--- src/rtl/iir_biquad_tdm_if.sv ---
// Sample, result and coefficient-programming bus of the time-multiplexed biquad.
interface iir_biquad_tdm_if #(
    parameter int W   = 12,
    parameter int CHW = 2
);
    logic [W-1:0]   DIN;
    logic           VIN;
    logic [CHW-1:0] CH_IN;
    logic           RDY;
    logic [W-1:0]   DOUT;
    logic           VOUT;
    logic [CHW-1:0] CH_OUT;
    logic           OVF;
    logic           COEF_WE;
    logic [CHW-1:0] COEF_CH;
    logic [2:0]     COEF_SEL;
    logic [W-1:0]   COEF_DATA;
    logic           FLUSH;

    modport master (output DIN, VIN, CH_IN, COEF_WE, COEF_CH, COEF_SEL, COEF_DATA, FLUSH,
                    input  RDY, DOUT, VOUT, CH_OUT, OVF);
    modport slave  (input  DIN, VIN, CH_IN, COEF_WE, COEF_CH, COEF_SEL, COEF_DATA, FLUSH,
                    output RDY, DOUT, VOUT, CH_OUT, OVF);
endinterface

--- src/rtl/iir_biquad_tdm.sv ---
// NCH-channel direct-form-I biquad sharing one multiply-accumulate datapath.
// Per-channel coefficient bank and x/y history live in iir_biquad_tdm_chan.
module iir_biquad_tdm_chan #(
    parameter int W = 12
) (
    input  logic           clk,
    input  logic           rst,
    input  logic           coef_we,
    input  logic [2:0]     coef_sel,
    input  logic [W-1:0]   coef_data,
    input  logic           wb_en,
    input  logic [W-1:0]   wb_x,
    input  logic [W-1:0]   wb_y,
    input  logic           flush,
    output logic [5*W-1:0] coef,   // {b0, b1, b2, a1, a2}
    output logic [4*W-1:0] state   // {x1, x2, y1, y2}
);
    logic [4:0][W-1:0] c_q;
    logic [3:0][W-1:0] s_q;

    always_ff @(posedge clk or posedge rst) begin
        if (rst) begin
            c_q <= '0;
        end else if (coef_we) begin
            case (coef_sel)
                3'd0:    c_q[4] <= coef_data;
                3'd1:    c_q[3] <= coef_data;
                3'd2:    c_q[2] <= coef_data;
                3'd3:    c_q[1] <= coef_data;
                3'd4:    c_q[0] <= coef_data;
                default: ;
            endcase
        end
    end

    // flush wins over the write-back of the sample leaving S1
    always_ff @(posedge clk or posedge rst) begin
        if (rst)        s_q <= '0;
        else if (flush) s_q <= '0;
        else if (wb_en) s_q <= {wb_x, s_q[3], wb_y, s_q[1]};
    end

    assign coef  = c_q;
    assign state = s_q;
endmodule

module iir_biquad_tdm #(
    parameter int W   = 12,
    parameter int NCH = 4,
    parameter int CHW = 2
) (
    input logic             CLK,
    input logic             RST,
    iir_biquad_tdm_if.slave bus
);
    localparam int PW     = 2 * W;
    localparam int AW     = 2 * W + 3;
    localparam int STAGES = 1;
    localparam logic signed [AW-1:0] YMAX = (AW'(1) <<< (W - 1)) - AW'(1);
    localparam logic signed [AW-1:0] YMIN = ~YMAX;

    typedef struct packed { logic signed [W-1:0] b0, b1, b2, a1, a2; } coef_t;
    typedef struct packed { logic signed [W-1:0] x1, x2, y1, y2; } state_t;
    typedef struct packed {
        logic [CHW-1:0]      ch;
        logic signed [W-1:0] x;
        coef_t               c;
        state_t              s;
    } s1_t;

    logic [NCH-1:0][5*W-1:0] coef_v;
    logic [NCH-1:0][4*W-1:0] state_v;
    logic [NCH-1:0]          ch_hit;
    logic [STAGES:0]         vld_pipe;   // [0] = S1 valid, [1] = VOUT
    s1_t                     s1, s1_d;
    logic                    accept;
    logic signed [PW-1:0]    p0, p1, p2, p3, p4;
    logic signed [AW-1:0]    acc, yw;
    logic [W-1:0]            y_sat;
    logic                    ovf_d;
    logic [W-1:0]            dout_q;
    logic [CHW-1:0]          ch_out_q;
    logic                    ovf_q;

    genvar c;
    for (c = 0; c < NCH; c++) begin : g_ch
        assign ch_hit[c] = (bus.CH_IN == CHW'(c));
        iir_biquad_tdm_chan #(.W(W)) u_chan (
            .clk       (CLK),
            .rst       (RST),
            .coef_we   (bus.COEF_WE && (bus.COEF_CH == CHW'(c))),
            .coef_sel  (bus.COEF_SEL),
            .coef_data (bus.COEF_DATA),
            .wb_en     (vld_pipe[0] && (s1.ch == CHW'(c))),
            .wb_x      (s1.x),
            .wb_y      (y_sat),
            .flush     (bus.FLUSH),
            .coef      (coef_v[c]),
            .state     (state_v[c])
        );
    end

    // Same-channel back-to-back is held off so S1 always reads written-back history
    assign bus.RDY = !RST && !bus.FLUSH && !(vld_pipe[0] && (bus.CH_IN == s1.ch));
    assign accept  = bus.VIN && bus.RDY;

    always_comb begin
        s1_d    = '0;
        s1_d.ch = bus.CH_IN;
        s1_d.x  = bus.DIN;
        for (int i = 0; i < NCH; i++) begin
            if (ch_hit[i]) begin
                s1_d.c = coef_v[i];
                s1_d.s = state_v[i];
            end
        end
    end

    // Out-of-range channels are accepted but never enter the valid pipe
    always_ff @(posedge CLK or posedge RST) begin
        if (RST) vld_pipe <= '0;
        else     vld_pipe <= {vld_pipe[STAGES-1:0], accept && (|ch_hit)};
    end

    always_ff @(posedge CLK or posedge RST) begin
        if (RST)         s1 <= '0;
        else if (accept) s1 <= s1_d;
    end

    always_comb begin
        p0    = PW'($signed(s1.c.b0)) * PW'($signed(s1.x));
        p1    = PW'($signed(s1.c.b1)) * PW'($signed(s1.s.x1));
        p2    = PW'($signed(s1.c.b2)) * PW'($signed(s1.s.x2));
        p3    = PW'($signed(s1.c.a1)) * PW'($signed(s1.s.y1));
        p4    = PW'($signed(s1.c.a2)) * PW'($signed(s1.s.y2));
        acc   = AW'(p0) + AW'(p1) + AW'(p2) - AW'(p3) - AW'(p4);
        yw    = acc >>> (W - 1);
        y_sat = yw[W-1:0];
        ovf_d = 1'b0;
        if (yw > YMAX) begin
            y_sat = YMAX[W-1:0];
            ovf_d = 1'b1;
        end else if (yw < YMIN) begin
            y_sat = YMIN[W-1:0];
            ovf_d = 1'b1;
        end
    end

    always_ff @(posedge CLK or posedge RST) begin
        if (RST) begin
            dout_q   <= '0;
            ch_out_q <= '0;
            ovf_q    <= 1'b0;
        end else if (vld_pipe[0]) begin
            dout_q   <= y_sat;
            ch_out_q <= s1.ch;
            ovf_q    <= ovf_d;
        end
    end

    assign bus.DOUT   = dout_q;
    assign bus.CH_OUT = ch_out_q;
    assign bus.OVF    = ovf_q;
    assign bus.VOUT   = vld_pipe[STAGES];
endmodule
--- src/flat_wrapper.sv ---
// flat-port wrapper written by rule: the top's interface ports become plain ports
module iir_biquad_tdm_flat 
#(
    parameter int W   = 12,
    parameter int NCH = 4,
    parameter int CHW = 2
)
  (CLK, RST, bus_DIN, bus_VIN, bus_CH_IN, bus_COEF_WE, bus_COEF_CH, bus_COEF_SEL, bus_COEF_DATA, bus_FLUSH, bus_RDY, bus_DOUT, bus_VOUT, bus_CH_OUT, bus_OVF);
  iir_biquad_tdm_if #(.W(W), .CHW(CHW)) bus_i ();
  input logic CLK;
  input logic RST;
  input wire logic [$bits(bus_i.DIN)-1:0] bus_DIN;
  input wire logic [$bits(bus_i.VIN)-1:0] bus_VIN;
  input wire logic [$bits(bus_i.CH_IN)-1:0] bus_CH_IN;
  input wire logic [$bits(bus_i.COEF_WE)-1:0] bus_COEF_WE;
  input wire logic [$bits(bus_i.COEF_CH)-1:0] bus_COEF_CH;
  input wire logic [$bits(bus_i.COEF_SEL)-1:0] bus_COEF_SEL;
  input wire logic [$bits(bus_i.COEF_DATA)-1:0] bus_COEF_DATA;
  input wire logic [$bits(bus_i.FLUSH)-1:0] bus_FLUSH;
  output wire logic [$bits(bus_i.RDY)-1:0] bus_RDY;
  output wire logic [$bits(bus_i.DOUT)-1:0] bus_DOUT;
  output wire logic [$bits(bus_i.VOUT)-1:0] bus_VOUT;
  output wire logic [$bits(bus_i.CH_OUT)-1:0] bus_CH_OUT;
  output wire logic [$bits(bus_i.OVF)-1:0] bus_OVF;
  assign bus_i.DIN = bus_DIN;
  assign bus_i.VIN = bus_VIN;
  assign bus_i.CH_IN = bus_CH_IN;
  assign bus_i.COEF_WE = bus_COEF_WE;
  assign bus_i.COEF_CH = bus_COEF_CH;
  assign bus_i.COEF_SEL = bus_COEF_SEL;
  assign bus_i.COEF_DATA = bus_COEF_DATA;
  assign bus_i.FLUSH = bus_FLUSH;
  assign bus_RDY = bus_i.RDY;
  assign bus_DOUT = bus_i.DOUT;
  assign bus_VOUT = bus_i.VOUT;
  assign bus_CH_OUT = bus_i.CH_OUT;
  assign bus_OVF = bus_i.OVF;
  iir_biquad_tdm #(.W(W), .NCH(NCH), .CHW(CHW)) u_core (.CLK(CLK), .RST(RST), .bus(bus_i));
endmodule
--- config.mk ---
export PLATFORM = sky130hd
export DESIGN_NAME = iir_biquad_tdm_flat
export DESIGN_NICKNAME = d
export VERILOG_FILES = /design/src/rtl/iir_biquad_tdm_if.sv /design/src/rtl/iir_biquad_tdm.sv /design/src/flat_wrapper.sv
export SDC_FILE = /design/constraint.sdc
export NUM_CORES = 2
export LEC_CHECK = 0
export CAP_MARGIN = 30
export CORE_UTILIZATION = 59
export DETAILED_ROUTE_END_ITERATION = 10
export HOLD_SLACK_MARGIN = 0.03
export PLACE_DENSITY = 0.78
export SYNTH_ARGS = -nofsm -noshare
export SYNTH_HDL_FRONTEND = slang
export SYNTH_SLANG_ARGS = --single-unit
export TNS_END_PERCENT = 30
--- constraint.sdc ---
create_clock -name CLK -period 19.2 [get_ports CLK]
set_clock_uncertainty 0.05 [all_clocks]
set_input_delay 3.84 -clock CLK [delete_from_list [all_inputs] [get_ports CLK]]
set_output_delay 3.84 -clock CLK [all_outputs]
set_load 0.02 [all_outputs]
## After elaboration in Yosys (flattened, before gate mapping)

Index checks and enable logic that the tools add are counted.

| cells by class | value |
|---|---|
| multiplexer cells | 16 |
| equality and inequality tests | 14 |
| bitwise operators | 0 |
| multiply operators | 5 |
| shift operators | 0 |
| $lt $le $gt $ge | 2 |
| reduce and logical (&&, ||, !) cells | 45 |
| add/sub/neg operators | 4 |
| div/mod/pow operators | 0 |

Operators with widths:

| kind | number |
|---|---|
| $mux W108 | 4 |
| $mux W48 | 8 |
| $mul A12 B12 Y24 | 5 |
| $sub A27 B24 Y27 | 2 |
| $reduce_and A2 Y1 | 20 |
| $add A25 B24 Y26 | 1 |
| $add A24 B24 Y25 | 1 |
| $mux W12 | 2 |
| $gt A16 B12 Y1 const B | 1 |
| $lt A16 B12 Y1 const B | 1 |
| $logic_and A1 B1 Y1 | 13 |
| $eq A2 B2 Y1 const B | 6 |
| $reduce_bool A2 Y1 | 4 |
| $eq A2 B1 Y1 const B | 3 |
| $eq A3 B2 Y1 const B | 2 |
| $logic_not A2 Y1 | 3 |
| $reduce_or A4 Y1 | 1 |
| $eq A3 B1 Y1 const B | 1 |
| $eq A3 B3 Y1 const B | 1 |
| $logic_not A1 Y1 | 3 |
| $logic_not A3 Y1 | 1 |
| $eq A2 B2 Y1 | 1 |
| $mux W1 | 2 |

| word-level totals | value |
|---|---|
| bits of input ports | 36 |
| memories kept | 0 |
| output and inout bits | 17 |
| word-level logic and storage cells | 137 |
| bits in latches | 0 |
| memory bits (writable) | 0 |
| bits in read-only memories | 0 |
| flip-flop bits (word level) | 571 |

## Longest topological paths before layout

| logic depth | value |
|---|---|
| depth in word-level cells | 10 |
| mapped depth | 49 |

## Modules after synthesis

Synthesis repeated with hierarchy kept, for this count alone.

| unflattened totals | value |
|---|---|
| cell total of the unflattened synthesis | 4836 |
| area, all modules | 55460.7 µm² |

By module, submodules not included:

| module | area an instance (µm²) | times used | cells each | sequential area each (µm²) |
|---|---|---|---|---|
| iir_biquad_tdm | 38069.0 | 1 | 3692 | 3478.3 |
| iir_biquad_tdm_chan | 4347.9 | 4 | 286 | 2702.6 |

## Worst setup path before layout

Ideal clock, no wire load.

| path | value |
|---|---|
| path type | register -> register |
| start | register u_core.s1[108] (netlist name) |
| end | register u_core.g_ch[1].u_chan.s_q (netlist bit u_core.g_ch[1].u_chan.state[17]) |
| stages on the path, launching flop included | 47 |
| data required time | 19002 ps |
| buffers on the path | 3 |
| slack | 6692 ps |
| data arrival time | 12309 ps |
| cells stage by stage | dfrtp_1 clkbuf_1 clkbuf_1 nand2_1 fa_1 fa_1 inv_1 fa_1 inv_1 fa_1 inv_1 fa_1 fa_1 inv_1 fa_1 inv_1 fa_1 ha_1 (+11 left out) inv_1 fa_1 inv_1 fa_1 fa_1 fa_1 inv_1 ha_1 a21o_1 a21o_1 a2111oi_4 o21ai_1 nor3_1 o21a_2 o32ai_4 buf_12 a21oi_4 a211oi_2 |

| on the way | value |
|---|---|
| word-level cells in the longest chain between the ends | 10 |
| elaborated cells between the ends (all ways) | 11 |
| those cells by class | add/sub (4); mul (1); order compare (2); mux (4) |

Ends and longest elaborated chain:

| what | line | text |
|---|---|---|
| start: declaration | iir_biquad_tdm.sv:75 | `s1_t s1, s1_d;` |
| start signal: assignment | iir_biquad_tdm.sv:126 | `if (RST) s1 <= '0;` |
| start signal: assignment | iir_biquad_tdm.sv:127 | `else if (accept) s1 <= s1_d;` |
| $mul A12 B12 Y24 (*) | iir_biquad_tdm.sv:131 | `p0 = PW'($signed(s1.c.b0)) * PW'($signed(s1.x));` |
| $add A24 B24 Y25 (*) | iir_biquad_tdm.sv:136 | `acc = AW'(p0) + AW'(p1) + AW'(p2) - AW'(p3) - AW'(p4);` |
| $add A25 B24 Y26 (*) | iir_biquad_tdm.sv:136 |  |
| $sub A27 B24 Y27 (*) (2 in series) | iir_biquad_tdm.sv:136 |  |
| $lt A16 B12 Y1 | iir_biquad_tdm.sv:143 | `end else if (yw < YMIN) begin` |
| $mux W12 | iir_biquad_tdm.sv:143 |  |
| $mux W12 (*) | iir_biquad_tdm.sv:140 | `if (yw > YMAX) begin` |
| $mux W48 (*) | iir_biquad_tdm.sv:40 | `else if (wb_en) s_q <= {wb_x, s_q[3], wb_y, s_q[1]};` |
| $mux W48 (*) | iir_biquad_tdm.sv:39 | `else if (flush) s_q <= '0;` |
| end signal: assignment | iir_biquad_tdm.sv:40 |  |
| end: declaration | iir_biquad_tdm.sv:19 | `logic [3:0][W-1:0] s_q;` |

Every way passes the cells marked *; elsewhere a longest branch is shown, timed or not. The select of a mux whose other input is x is not followed.
A chain may end at the register's enable or synchronous reset.

## Worst setup path in the final report

| path | value |
|---|---|
| start | register u_core.s1[108] (netlist name) |
| end | register u_core.g_ch[1].u_chan.s_q (netlist bit u_core.g_ch[1].u_chan.state[22]) |

Same word-level chain as after synthesis.

==> reports/qor.yml <==
clock_tree:
  cts_root_buf: "clkbuf_16"
  tritoncts: "done"
  cts.repair.resized: 0
  clkLatencyLatePin_ns: 0.63
  numCtsBuffers: 53
  h-tree-depth: 2
  cts_hold_buf: 0
  clk_path_buf_depth: 3
  path_clk_slew_ns: 0.07
  cts_setup_buffers: 0
  clock-sinks: 571
critical_path:
  endpoint_kind: "flip-flop"
  cp_slowest_stage_delay_ns: 0.69
  worstPathMaxFanout: 17
  worstPathRequired_ns: 19.62
  r2r_slack_ns: 5.58
  critPathKind: "flip-flop to flip-flop"
  path_common_cell: "fa_1"
  slowest_stage: "dfrtp_1"
  crit_path_start_kind: "flip-flop"
  worstPathArrival_ns: 14.04
hold_path:
  hold_class: "flip-flop to flip-flop"
synth:
  syn_inst: 4978
  synth-edff-count: 0
  yosys_warnings: 0
  ys_ff_latch: 571
  synth_area_mm2: 0.05468
  synth.distinct_cells: 63
  synth_ff_type: "dfrtp_1"
  yosysSeqAreaShare: 0.2613
  syn_area_per_cell_um2: 10.98
  syn-num-nets: 6143
  synthArstFlopShare: 1.000
placement:
  place.gp.congestion: 0.9108
  hpwl_um: 98980
  portBuffers: 52
floorplan:
  die_h_um: 306.4
  coreArea_mm2: 0.09166
  start_util: 0.5965
  io_pins: 53
  die_w_um: 306.4
  placementRows: 111
  dieArea_mm2: 0.09390
sta:
  slew_viol_final: 0
  worst_pin_slew_ns: 1.042
  period_needed_ns: 13.62
  setup_viol: 0
  rsz0062_at_grt: "false"
  max_slew_margin: 0.3056
  finalSetupTns_ns: 0
  fmax_ghz: 0.07344
  fin_hold_ws_ns: 0.4508
  post-route-period-util: 0.7092
  hold_violations: 0
final_layout:
  drive_above_1_share: 0.1352
  final_util: 0.6314
  layout_common_cells: "inv_1, fa_1, nand2_1"
  final_common_cell: "inv_1"
  fin_nets: 6014
  area_growth_pct: 5.837
detailed_routing:
  drt-wirelength-per-cell_um: 21.22
  drc: 0
  drtAntennaViolNets: 0
  drtIter0Drc: 2558
  avgViaCountPerCell: 5.784
  vias: 35160
  drt_wl_total_um: 129000
  drt_pre_antenna_iters: 5
global_route:
  grt_max_degree: 99
  grt_pass1_wl_um: 211200
  antenna_found_initial: 4
  gr-usage-all-layers: 0.2906
  grt_pass1_vias: 38530
  overflow: 0
flow_run:
  cap_violations: 0
status:
  status: "complete, no violations"
## path summary, 6_finish.rpt
path / cells after the start / start / end
setup / recovery: 44 / u_core.s1[108]$_DFFE_PP0P_ / u_core.g_ch[1].u_chan.state[22]$_DFFE_PP0P_
hold / removal: 1 / u_core.g_ch[3].u_chan.coef[41]$_DFFE_PP0P_ / u_core.g_ch[3].u_chan.coef[41]$_DFFE_PP0P_
setup reg to reg: 44 / u_core.s1[108]$_DFFE_PP0P_ / u_core.g_ch[1].u_chan.state[22]$_DFFE_PP0P_
hold reg to reg: 1 / u_core.g_ch[3].u_chan.coef[41]$_DFFE_PP0P_ / u_core.g_ch[3].u_chan.coef[41]$_DFFE_PP0P_
max in group asynchronous: 5 / RST / u_core.g_ch[1].u_chan.coef[39]$_DFFE_PP0P_
min in group asynchronous: 2 / RST / u_core.g_ch[1].u_chan.state[20]$_DFFE_PP0P_
## sequential cells by signal, indices dropped and copies added, names as in the netlist
| register | cells |
|---|---|
| u_core.bus.CH_OUT | 2 |
| u_core.bus.DOUT | 12 |
| u_core.bus.OVF | 1 |
| u_core.g_ch.u_chan.coef | 240 |
| u_core.g_ch.u_chan.state | 192 |
| u_core.s1 | 122 |
| u_core.vld_pipe | 2 |
## cells in the mapped netlist, drive strengths merged (16+ instances only)
cell type  instances  share of area
xor2              16         0.0026
mux2             345          0.071
nor2b             18         0.0021
xnor2             48         0.0077
nand2            659          0.045
dfrtp            571           0.26
ha               232          0.053
a21oi            198          0.020
inv              916          0.063
a211oi            53          0.011
mux4             108          0.044
nand2b            24         0.0027
nor2             114         0.0078
o21ai             22         0.0020
and2             375          0.043
fa               897           0.33
clkbuf           267          0.018
## cell type report
cell class,count,area [µm²]
inverters,918,3450
repair buffers,93,940.9
clock buffers,75,1509
multi-input cells,3212,35900
fillers,7006,33790
flip-flops and latches,571,14290
clock inverters,20,291.5
well taps,1186,1484
diodes,3,7.507
## worst max-delay path: cells and delay by family, from the launching register on
family,cells,cell delay [ns]
adder cells (fa/ha/maj),16,7.62
AO/OA/AOI/OAI,12,2.96
AND/OR/NAND/NOR,5,1.29
buffers and inverters,10,0.75
flip-flops,1,0.69
XOR/XNOR,1,0.11
## cells by family after synthesis
| logic type | after synthesis | synth area share |
|---|---|---|
| AND/OR/NAND/NOR | 1253 | 0.1086 |
| buffers and inverters | 1195 | 0.08263 |
| adder cells (fa/ha/maj) | 1129 | 0.3815 |
| flip-flops | 571 | 0.2613 |
| multiplexers | 455 | 0.1159 |
| AO/OA/AOI/OAI | 311 | 0.03984 |
| XOR/XNOR | 64 | 0.01025 |
## layer usage
metal  vias up  share of wire  global-route usage  wire [µm]
met5         -              0                   0          0
met4         0          0.037             0.09988       4751
met3       284          0.077             0.05150       9879
met2      1273           0.49              0.4739      63000
met1     18570           0.40              0.3961      51350
li1      15030              -                   -          -
## per-stage QoR
step / cell area (µm²) / std cells / setup WS (ns)
after floorplan: 54680 / 4978 / 6.692
after global placement: 55890 / 5972 / 5.938
after detailed placement: 55980 / 5977 / 5.598
after CTS: 57780 / 6072 / 5.576
after global routing: 57870 / 6075 / 4.892
final: 57870 / 6078 / 5.583
Power is not shown: default switching activity piles up to over one toggle a cycle in this logic, so the estimate is an artifact.
